==> src/rtl/cosim_pkg.sv <==
// Shared types for the co-simulation commit scheduler.
// Retired-instruction record and scheduler state encoding.
package cosim_pkg;

  typedef struct packed {
    logic [63:0] pc;
    logic [31:0] inst;
    logic        we;
    logic [4:0]  rd;
    logic [63:0] wdata;
  } commit_rec_t;

  typedef enum logic [0:0] {
    RUN  = 1'b0,
    HALT = 1'b1
  } sched_state_t;

endpackage

==> src/rtl/cosim_commit_fifo.sv <==
// Two-write / one-read circular FIFO of commit records.
// wr0/wr1 write slots wp and wp+1; rd pops head; count = fill.
module cosim_commit_fifo
  import cosim_pkg::*;
#(
  parameter int DEPTH = 8
) (
  input  logic                   clk,
  input  logic                   rst,
  input  logic                   wr0_en,
  input  commit_rec_t            wr0_data,
  input  logic                   wr1_en,
  input  commit_rec_t            wr1_data,
  input  logic                   rd_en,
  output commit_rec_t            head,
  output logic [$clog2(DEPTH):0] count
);

  localparam int PW = $clog2(DEPTH);
  localparam int CW = PW + 1;

  commit_rec_t   mem [DEPTH];
  logic [PW-1:0] wp;
  logic [PW-1:0] rp;

  assign head = mem[rp];

  always_ff @(posedge clk) begin
    if (wr0_en) mem[wp] <= wr0_data;
    if (wr1_en) mem[wp + PW'(1)] <= wr1_data;
  end

  always_ff @(posedge clk) begin
    if (rst) begin
      wp    <= '0;
      rp    <= '0;
      count <= '0;
    end else begin
      wp    <= wp + PW'(wr0_en) + PW'(wr1_en);
      rp    <= rp + PW'(rd_en);
      count <= count + CW'(wr0_en) + CW'(wr1_en)
               - CW'(rd_en);
    end
  end

endmodule

==> src/rtl/cosim_commit_sched.sv <==
// Dual-retire to single-lane commit scheduler for cosim.
// in0/in1 retire lanes in, cosim_* checker lane out, halt on chk_error.
module cosim_commit_sched
  import cosim_pkg::*;
#(
  parameter int DEPTH = 8
) (
  input  logic                   clk,
  input  logic                   rst,
  input  logic                   in0_valid,
  input  logic [63:0]            in0_pc,
  input  logic [31:0]            in0_inst,
  input  logic                   in0_we,
  input  logic [4:0]             in0_rd,
  input  logic [63:0]            in0_wdata,
  input  logic                   in1_valid,
  input  logic [63:0]            in1_pc,
  input  logic [31:0]            in1_inst,
  input  logic                   in1_we,
  input  logic [4:0]             in1_rd,
  input  logic [63:0]            in1_wdata,
  output logic                   in_ready,
  input  logic                   pause,
  output logic                   cosim_valid,
  output logic [63:0]            cosim_pc,
  output logic [31:0]            cosim_inst,
  output logic                   cosim_we,
  output logic [4:0]             cosim_rd,
  output logic [63:0]            cosim_wdate,
  input  logic                   chk_error,
  output logic                   halted,
  output logic [63:0]            halted_pc,
  output logic [63:0]            commit_cnt,
  output logic                   proto_err,
  output logic [$clog2(DEPTH):0] occupancy
);

  localparam int CW = $clog2(DEPTH) + 1;

  sched_state_t state;
  commit_rec_t  rec0;
  commit_rec_t  rec1;
  commit_rec_t  head;
  logic [63:0]  last_pc;
  logic         wr0;
  logic         wr1;
  logic         empty;

  // x0 writes are architecturally dead; hide them from the checker.
  assign rec0 = '{pc: in0_pc, inst: in0_inst,
                  we: in0_we & (in0_rd != 5'd0),
                  rd: in0_rd, wdata: in0_wdata};
  assign rec1 = '{pc: in1_pc, inst: in1_inst,
                  we: in1_we & (in1_rd != 5'd0),
                  rd: in1_rd, wdata: in1_wdata};

  // Ready ignores a same-cycle pop so it never depends on pause.
  assign in_ready = (state == RUN)
                  && (occupancy <= CW'(DEPTH - 2));
  assign wr0   = in_ready & in0_valid;
  assign wr1   = wr0 & in1_valid;
  assign empty = (occupancy == '0);

  assign cosim_valid = ~empty & (state == RUN)
                     & ~pause & ~chk_error;

  assign cosim_pc    = head.pc;
  assign cosim_inst  = head.inst;
  assign cosim_we    = head.we;
  assign cosim_rd    = head.rd;
  assign cosim_wdate = head.wdata;
  assign halted      = (state == HALT);

  cosim_commit_fifo #(.DEPTH(DEPTH)) u_fifo (
    .clk      (clk),
    .rst      (rst),
    .wr0_en   (wr0),
    .wr0_data (rec0),
    .wr1_en   (wr1),
    .wr1_data (rec1),
    .rd_en    (cosim_valid),
    .head     (head),
    .count    (occupancy)
  );

  always_ff @(posedge clk) begin
    if (rst) begin
      state      <= RUN;
      halted_pc  <= '0;
      last_pc    <= '0;
      commit_cnt <= '0;
      proto_err  <= 1'b0;
    end else begin
      if (in1_valid & ~in0_valid) proto_err <= 1'b1;
      if (cosim_valid) begin
        commit_cnt <= commit_cnt + 64'd1;
        last_pc    <= head.pc;
      end
      unique case (state)
        RUN: if (chk_error) begin
          state     <= HALT;
          halted_pc <= last_pc;
        end
        HALT: state <= HALT;
      endcase
    end
  end

endmodule

==> config.mk <==
export PLATFORM = sky130hd
export DESIGN_NAME = cosim_commit_sched
export DESIGN_NICKNAME = d
export VERILOG_FILES = /design/src/rtl/cosim_pkg.sv /design/src/rtl/cosim_commit_fifo.sv /design/src/rtl/cosim_commit_sched.sv
export SDC_FILE = /design/constraint.sdc
export NUM_CORES = 2
export LEC_CHECK = 0
export ABC_AREA = 0
export CORE_MARGIN = 3
export CORE_UTILIZATION = 40
export CTS_CLUSTER_SIZE = 16
export DETAILED_ROUTE_END_ITERATION = 12
export PLACE_DENSITY = 0.63
export SYNTH_ARGS = -nofsm -noshare
export SYNTH_HDL_FRONTEND = slang
export SYNTH_HIERARCHICAL = 1
export SYNTH_SLANG_ARGS = --single-unit
export TNS_END_PERCENT = 100
==> constraint.sdc <==
create_clock -name clk -period 17.1 [get_ports clk]
set_clock_uncertainty 0.2 [all_clocks]
set_input_delay 2.565 -clock clk [delete_from_list [all_inputs] [get_ports clk]]
set_output_delay 2.565 -clock clk [all_outputs]
set_load 0.01 [all_outputs]
# Yosys cells after proc, flatten, opt, wreduce, memory -nomap -nowiden
# Memories as Yosys holds them, arrays and structs flattened. A register that Yosys moved wholly into a read port is not among the register bits.
# Index checks and enable logic that the tools add are counted.
# W data, S select, Z words.
# totals
register_bits,204
ram_bits,1328
input_bits,338
word_cells,43
memories,1
# classes
add_sub_neg,8
n_lt_le_gt_ge,1
muxes,7
n_bitwise,13
reduce_logical,5
# memory_table
name,depth,width,rd,rd_clocked_by_memory_dff,write_ports,line,rtl
u_fifo.mem,8,166,1,1,2,cosim_commit_fifo.sv:22,commit_rec_t mem [DEPTH];
# op_table
operator,n
$add A64 B1 Y64 const B,1
$reduce_bool A5 Y1,2
$add A3 B1 Y3,3
$add A4 B1 Y4,2
$and A1 B1 Y1,8
$mux W1,5
$not A1 Y1,5
$le A4 B3 Y1 const B,1
$logic_not A4 Y1,1
$sub A4 B1 Y4,1
$add A3 B1 Y3 const B,1
$mux W3,1
$pmux W1 S2,1
$reduce_and A2 Y1,1
$logic_and A1 B1 Y1,1

# Depth between registers and ports, before layout
# logic_depth
word_depth,7
depth_mapped,10

# Hierarchy
# The synthesis kept the hierarchy.
# modules_own_cells
mod,n_inst,cells_each,area_per_inst_um2
cosim_commit_fifo,1,3467,66582.6
cosim_commit_sched,1,953,7664.9

# Worst setup path before layout
# OpenSTA, ideal clock, no wires.
# synth_timing
path_kind,input to register
start,input port in0_valid
end,"memory u_fifo/mem[0][0] in the netlist's numbering, enable pin"
setup_time_ns,0.935
t_arrival_ns,14.983
required_ns,15.965
setup_slack_ns,0.982
stages,3
path_cell_list,and2_1 > nand2_1 > o31ai_1
# synth_lines
element,line,rtl
"start, declared",cosim_commit_sched.sv:10,"input logic in0_valid,"
"end, declared",cosim_commit_fifo.sv:22,

# Worst setup path in the final report
# layout_timing
start,input port chk_error
end,output port cosim_valid
# layout_between
elab_chain_cells,2
# layout_rtl
element,line,rtl
"start, declared",cosim_commit_sched.sv:30,"input logic chk_error,"
$not A1 Y1,cosim_commit_sched.sv:65,& ~pause & ~chk_error;
$and A1 B1 Y1,cosim_commit_sched.sv:65,
"end, declared",cosim_commit_sched.sv:24,"output logic cosim_valid,"
# No other way between the ends.

==> summary.txt <==
Layout
  – Util after Layout: 48.1%
  – Area of the multi-input gates: 28900 sq um
  – Register area: 44000 sq um
  – Share of cells above drive strength 1: 42.4%
  – Area added between synthesis and finish: 19.2%
  – Final net count: 5363
  – Fill cell count: 15800

Timing
  – Min Tclk post-route: 8150 ps
  – FMAX: 0.123 GHz
  – Number of setup violations in the final report: 0
  – Final hold vios: 0
  – Slew HR: 11.3%
  – Final period util: 47.6%
  – Setup TNS: 0 ps
  – Pins over their slew limit: 0
  – Least-Margin Pin Slew: 1330 ps
  – RSZ-0062 raised after global routing: false

Die
  – Core Rows: 157
  – Die ar.: 191000 sq um
  – I/O pin total: 640
  – Initial Util: 40.4%
  – Die Y-Extent: 437 microns
  – CORE AREA: 184000 sq um
  – Chip width: 437 microns

Logic synthesis
  – Syn Nets: 4769
  – Syn_area_per_cell: 16.8 sq um
  – Post-synth EDFFs: 1328
  – Synthesized area: 74200 sq um
  – Most frequent cell after synthesis: mux2_2
  – Async SR Flop Fraction: 0%
  – Synth cell count leaders: 1366 x mux2_2, 1328 x edfxtp_1, 332 x mux4_2
  – Post-Syn Instances: 4420
  – Top post-synthesis cells by area: edfxtp_1 54%, mux2_2 21%, mux4_2 10%
  – Synth cell types: 53
  – Sequential area share after synthesis: 59.2%
  – Yosys warning count: 6
  – Top FF cell, synth: edfxtp_1
  – Flops & latches, synth: 1532
  – Top cell type's share of synthesized area: 53.7%
  – Post-synth top area cell: edfxtp_1

Detailed routing
  – Drt first pass iters: 6
  – Vias per cell: 5.58
  – Routed WL: 219 mm
  – Drt wl/cell: 28.5 microns
  – Number of antenna-violating nets in the routed design: 0
  – DR vias: 42800
  – Initial DRC Count: 3549
  – DRC: 0

Pwr
  – Int Pwr: 7.21 mW
  – Power share of the combinational group: 18.0%
  – Psw: 2.51 mW
  – Overall power: 9.71 mW
  – Pwr/cell area: 110 nW/um^2
  – VDD IR max: 0.0836 mV
  – Leak: 28.2 nW
  – Clock power share: 36.3%
  – Sw Ratio: 25.8%
  – Register share of total power: 45.7%

Worst setup path
  – CP Max Fanout: 66
  – Setup crit end kind: primary output
  – Crit path kind: input port to primary output
  – WP data required: 14340 ps
  – Worst EP arrival: 5380 ps
  – Worst setup SP type: input port

Global routing
  – Overflow left after global routing: 0
  – Initial antenna violation count: 70
  – GRT Total Usage: 22.5%
  – Vias in the first global route: 44500
  – Largest net degree at the start of global routing: 134
  – First-pass GRT wire length: 317 mm

CTS
  – CTS root buf: clkbuf_16
  – Setup Buffers After CTS: 0
  – CTS max path bufs: 3
  – CTS Hold Bufs: 0
  – CTS tree: built
  – Clk pin slew, worst setup/hold paths: 60 ps
  – Post-cts gate resize count: 0
  – Clock Latency Late Sink: 800 ps
  – H-tree depth: 4
  – CTS Buf Count: 173
  – Num Clock Sinks: 1532

Placed design
  – Dpl hpwl: 123 mm
  – Final GP Congestion: 0.823
  – IO Port Bufs: 639

Hold path
  – Worst Hold Class: flop to flop

Status
  – Run status: complete, no violations

Run
  – Max-cap check violation count: 0
==> cells in the final DEF (no fill, tap or decap), types with 12 or more instances in the layout <==
| master | n |
|---|---|
| nand3_1 | 25 |
| edfxtp_1 | 1328 |
| a21oi_1 | 160 |
| nor3_1 | 12 |
| buf_4 | 68 |
| mux2_4 | 129 |
| xor2_1 | 18 |
| clkbuf_16 | 177 |
| diode_2 | 48 |
| nor2_1 | 54 |
| mux2_2 | 1366 |
| inv_1 | 18 |
| clkdlybuf4s50_1 | 638 |
| clkbuf_1 | 42 |
| clkinv_1 | 34 |
| or3_1 | 24 |
| dfxtp_1 | 201 |
| nand4_1 | 28 |
| mux4_2 | 332 |
| clkinv_2 | 33 |
| nand2_1 | 283 |
| o21ai_0 | 19 |
| xnor2_1 | 16 |
==> per-stage QoR <==
stage / instance area [sq um] / instances / hold WS, ps / setup WS, ps
after floorplan: 74200 / 4420 / 232 / 982
after detailed placement: 83100 / 7303 / 243 / 8870
after CTS: 88400 / 7617 / 245 / 8860
after global placement: 83100 / 7303 / 242 / 8830
final: 88500 / 7665 / 249 / 8950
after global routing: 88500 / 7652 / 271 / 8760
==> worst paths after layout <==
check,cells past startpoint,endpoint,slack (ps),startpoint
max,5,cosim_valid,8950,chk_error
min,2,halted_pc[45],250,last_pc[45]
max reg2reg,8,u_fifo/mem[5][126],12060,u_fifo/count[1]
min reg2reg,2,halted_pc[45],250,last_pc[45]
==> power by group through the flow <==
stage	registers, mW	clock network (mW)	logic [mW]
2_1_floorplan	4.59	0	1.00
3_3_place_gp	4.51	0	1.75
3_5_place_dp	4.52	0	1.76
4_1_cts	4.44	3.63	1.77
5_1_grt	4.46	3.77	1.86
6_report	4.44	3.53	1.74
==> critical path, cell delays in order <==
cell and delay (ps):
clkdlybuf4s50_1 630, nor3_1 140, nand2_4 680, clkinv_2 580, clkdlybuf4s50_1 730
==> routing by layer <==
metal	vias to the layer above	global-route usage, %	routed length [microns]
li1	18800	-	-
met1	22300	30.2	93000
met2	1306	36.4	105000
met3	320	4.67	14000
met4	16	7.82	6570
met5	-	0	120
==> registers in the layout, summed over array words and instances, names as in the netlist <==
register	cells
last_pc	64
u_fifo/rp	3
halted_pc	64
u_fifo/count	4
u_fifo/mem	1328
halted	1
proto_err	1
commit_cnt	64
u_fifo/wp	3
==> kinds of logic after synthesis <==
| logic type | after synthesis | synth area share, % |
|---|---|---|
| AO/OA/AOI/OAI | 205 | 1.47 |
| buffers and inverters | 314 | 2.09 |
| flip-flops | 1532 | 59.2 |
| multiplexers | 1828 | 33.4 |
| adder cells (fa/ha/maj) | 11 | 0.216 |
| XOR/XNOR | 35 | 0.423 |
| AND/OR/NAND/NOR | 495 | 3.18 |
==> layout make-up <==
class	count	share of cell area (%)
Antenna cell	48	0.136
Clock inverter	88	0.708
Inverter	19	0.0820
Timing Repair Buffer	714	7.96
Sequential cell	1532	49.7
Multi-Input combinational cell	2574	32.7
Clock buffer	226	5.28
Tap cell	2464	3.48
No activity file was read; power rests on OpenSTA's default activity.
